===== src/rtl/controller.sv =====
// Instruction field decoder: splits a 32-bit word into format, register,
// function and operand fields, registered with a one-cycle valid qualifier.
module controller (
   input  logic        clk,
   input  logic        rst,
   input  logic        in_valid,
   input  logic [31:0] in32,
   output logic        out_valid,
   output logic        ri,
   output logic [5:0]  rs,
   output logic [5:0]  rd,
   output logic [3:0]  fx,
   output logic [5:0]  rt,
   output logic [14:0] imm,
   output logic [31:0] imm_sext
);

   logic        dec_ri;
   logic [5:0]  dec_rs;
   logic [5:0]  dec_rd;
   logic [3:0]  dec_fx;
   logic [5:0]  dec_rt;
   logic [14:0] dec_imm;
   logic [31:0] dec_imm_sext;

   always_comb begin
      dec_ri       = in32[31];
      dec_rs       = in32[30:25];
      dec_rd       = in32[24:19];
      dec_fx       = in32[18:15];
      dec_rt       = '0;
      dec_imm      = '0;
      dec_imm_sext = '0;
      // The operand field not used by the current format is forced to zero.
      if (in32[31]) begin
         dec_imm      = in32[14:0];
         dec_imm_sext = {{17{in32[14]}}, in32[14:0]};
      end else begin
         dec_rt       = in32[14:9];
      end
   end

   always_ff @(posedge clk) begin
      if (rst) begin
         out_valid <= 1'b0;
         ri        <= 1'b0;
         rs        <= '0;
         rd        <= '0;
         fx        <= '0;
         rt        <= '0;
         imm       <= '0;
         imm_sext  <= '0;
      end else begin
         out_valid <= in_valid;
         if (in_valid) begin
            ri       <= dec_ri;
            rs       <= dec_rs;
            rd       <= dec_rd;
            fx       <= dec_fx;
            rt       <= dec_rt;
            imm      <= dec_imm;
            imm_sext <= dec_imm_sext;
         end
      end
   end

endmodule


===== config.mk =====
export PLATFORM = sky130hd
export DESIGN_NAME = controller
export DESIGN_NICKNAME = d
export VERILOG_FILES = /design/src/rtl/controller.sv
export SDC_FILE = /design/constraint.sdc
export NUM_CORES = 1
export LEC_CHECK = 0
export ABC_AREA = 1
export CORE_MARGIN = 1.5
export CORE_UTILIZATION = 38
export DETAILED_ROUTE_END_ITERATION = 6
export GPL_TIMING_DRIVEN = 0
export PLACE_DENSITY = 0.91
export RECOVER_POWER = 100
export SYNTH_ARGS = -nofsm -noshare
export SYNTH_HDL_FRONTEND = slang
export SYNTH_SLANG_ARGS = --single-unit

===== constraint.sdc =====
create_clock -name clk -period 1.3 [get_ports clk]
set_input_delay 0.26 -clock clk [delete_from_list [all_inputs] [get_ports clk]]
set_output_delay 0.26 -clock clk [all_outputs]
set_load 0.005 [all_outputs]

==> results.yml <==
outcome:
  status: "complete, but fails checks"
  failed_checks: "negative setup slack"
power:
  p_per_area_nw_per_um2: 919
  ir_drop_uv: 792
  p_switching_w: 0.000676
  leakage_nw: 1.50
  power.total_w: 0.00288
  p_clk_frac: 0.363
  combPwrFrac: 0.191
  p_seq_frac: 0.446
  internal_power_w: 0.00220
  swShare: 0.235
logic_synthesis:
  synthCells: 202
  synth_cell_types: 14
  ys_seq_area_frac: 0.432
  synth_warnings: 0
  syn_area_um2: 1810
  syn_nets: 237
  syn_avg_cell_area_um2: 8.96
  ys_seq_elements: 39
hold_path:
  hold_start: "rst"
  worstHoldEndpoint: "imm_sext[30]"
  hold_class: "in -> reg"
  hold_depth: 2
final_layout:
  nets: 358
  nFillCells: 364
  diodes: 0
  area_delta_synth_final_pct: 73.1
  multiInputGateArea_um2: 652
  stdcell_area_um2: 3130
  final_common_cell: "dlygate4sd2_1"
  most-common-layout-cells: "51 x dlygate4sd2_1, 45 x nand2_1, 42 x buf_6"
  regArea_um2: 796
  drive_gt1_frac: 0.410
sta:
  rsz0062_at_grt: "true"
  fmax_mhz: 725
  setup_violations: 5
  tns_ns: -0.371
  min_period_ns: 1.38
  clock_skew_ns: 0
  post-route-period-util: 1.06
  finalWorstSetupSlack_ns: -0.0800
  hold_slack_ns: 0.251
  worst_pin_slew_ns: 0.515
  slew-limit-headroom: 0.657
  hold_viol: 0
  drv_slew: 0
grt:
  grt_max_degree: 13
  grt_usage: 0.198
  grt_pass1_vias: 1747
  grt_overflow: 0
  grt_pass1_wl_um: 7960
  antenna_found_initial: 0
flow_run:
  cap_violations: 0
floorplanning:
  die_x_um: 72
  rows: 24
  start_util: 0.404
  die_area_um2: 5180
  ios: 106
  core_region_area_um2: 4470
  dieHeight_um: 72
clock_network:
  cts_buffer_depth: 2
  cts_buffers: 5
  clock_latency_ns: 0.29
  postCtsHoldBufs: 0
  clkTransAtPathRegs_ns: 0.08
  cts-root-buf: "clkbuf_8"
  cts_tree: "yes"
  clock-sinks: 39
  cts_max_level: 2
setup_path:
  endpoint_kind: "output port"
  cp.arrival_ns: 1.12
  startpoint: "imm_sext[30]"
  timing.rr.end: "imm_sext[30]"
  required_ns: 1.04
  critPathMaxFanout: 4
  ff2ff_path_depth: 6
  critPathKind: "reg -> out"
  cp-start-kind: "register"
  r2r_setup_slack_ns: 0.22
  reg2reg_from: "imm_sext[30]"
drt:
  first_pass_iters: 4
  drt-wirelength-per-cell_um: 13.9
  routed_wl_um: 5220
  drcViolationCount: 0
  postRouteAntennaNets: 0
  num_vias: 1764
  routed_via_density: 4.69
  first_iter_violations: 69
placement:
  dpl.hpwl_um: 3530
  place_ws_ns: -0.381
  gp_congestion: 0.756
  portBuffers: 103
  postPlaceCellArea_um2: 2910
worst max path at each step:
stage                         to  slack [ns]  depth (start not counted)
floorplan           imm_sext[14]        0.24                          1
global placement    imm_sext[27]       -0.32                          2
detailed placement  imm_sext[27]       -0.38                          2
CTS                 imm_sext[31]       -0.08                          4
global route        imm_sext[31]       -0.12                          4
finish              imm_sext[31]       -0.08                          4
area by class of cell:
class | instances | area share
Timing Repair Buffer | 115 | 0.353
Buffer | 45 | 0.124
Clock buffer | 6 | 0.0264
Tap cell | 52 | 0.0208
Sequential cell | 39 | 0.254
Inverter | 2 | 0.00240
Multi-Input combinational cell | 115 | 0.208
Clock inverter | 2 | 0.0112
stage by stage:
stage	util	cells
after floorplan	-	202
after detailed placement	0.649	357
after global placement	0.649	357
final	0.700	376
after CTS	0.686	377
after global routing	0.700	376
critical path, cell delays in order, from the launching register on:
cell and delay [ns]:
dfxtp_4 0.37, buf_6 0.12, buf_6 0.12, buf_6 0.11, buf_6 0.10
routing by layer:
layer	part of all wire	global-route usage	wire length, µm	up-vias
li1	-	-	-	862
met1	0.38	0.208	2000	812
met2	0.52	0.362	2700	81
met3	0.086	0.0792	447	9
met4	0.014	0.0587	73	0
met5	0	0	0	-
logic make-up after synthesis:
group | synth area share
AO/OA/AOI/OAI | 0.147
buffers and inverters | 0.206
flip-flops | 0.432
AND/OR/NAND/NOR | 0.216
registers in the layout (all words and copies together), names as in the netlist:
register,flops
imm,14
fx,4
imm_sext,1
out_valid,1
ri,1
rd,6
rt,6
rs,6
repair_timing:
item / CTS / global route
resized for setup: 162 / 25
pin swaps: 0 / 0
cloned: 1 / 0
setup endpoints to repair: 71 / 20
buffers inserted: 11 / 0
power by group through the flow:
| stage | Sequential [W] | Combinational [W] | Clock, W |
|---|---|---|---|
| final | 0.00128 | 0.000551 | 0.00104 |
| after detailed placement | 0.00131 | 0.000561 | 0 |
| after global routing | 0.00129 | 0.000597 | 0.00113 |
| after global placement | 0.00131 | 0.000550 | 0 |
| after CTS | 0.00128 | 0.000538 | 0.00106 |
| after floorplan | 0.00132 | 0.000233 | 0 |
synth_stat cells (all sizes together):
library cell	number	share of area
dfxtp	39	0.43
buf	45	0.20
inv	2	0.0042
a21oi	38	0.15
clkbuf	1	0.0021
nor2	1	0.0021
nand2	55	0.13
nand3	21	0.086
(Power assumes the default switching activity.)
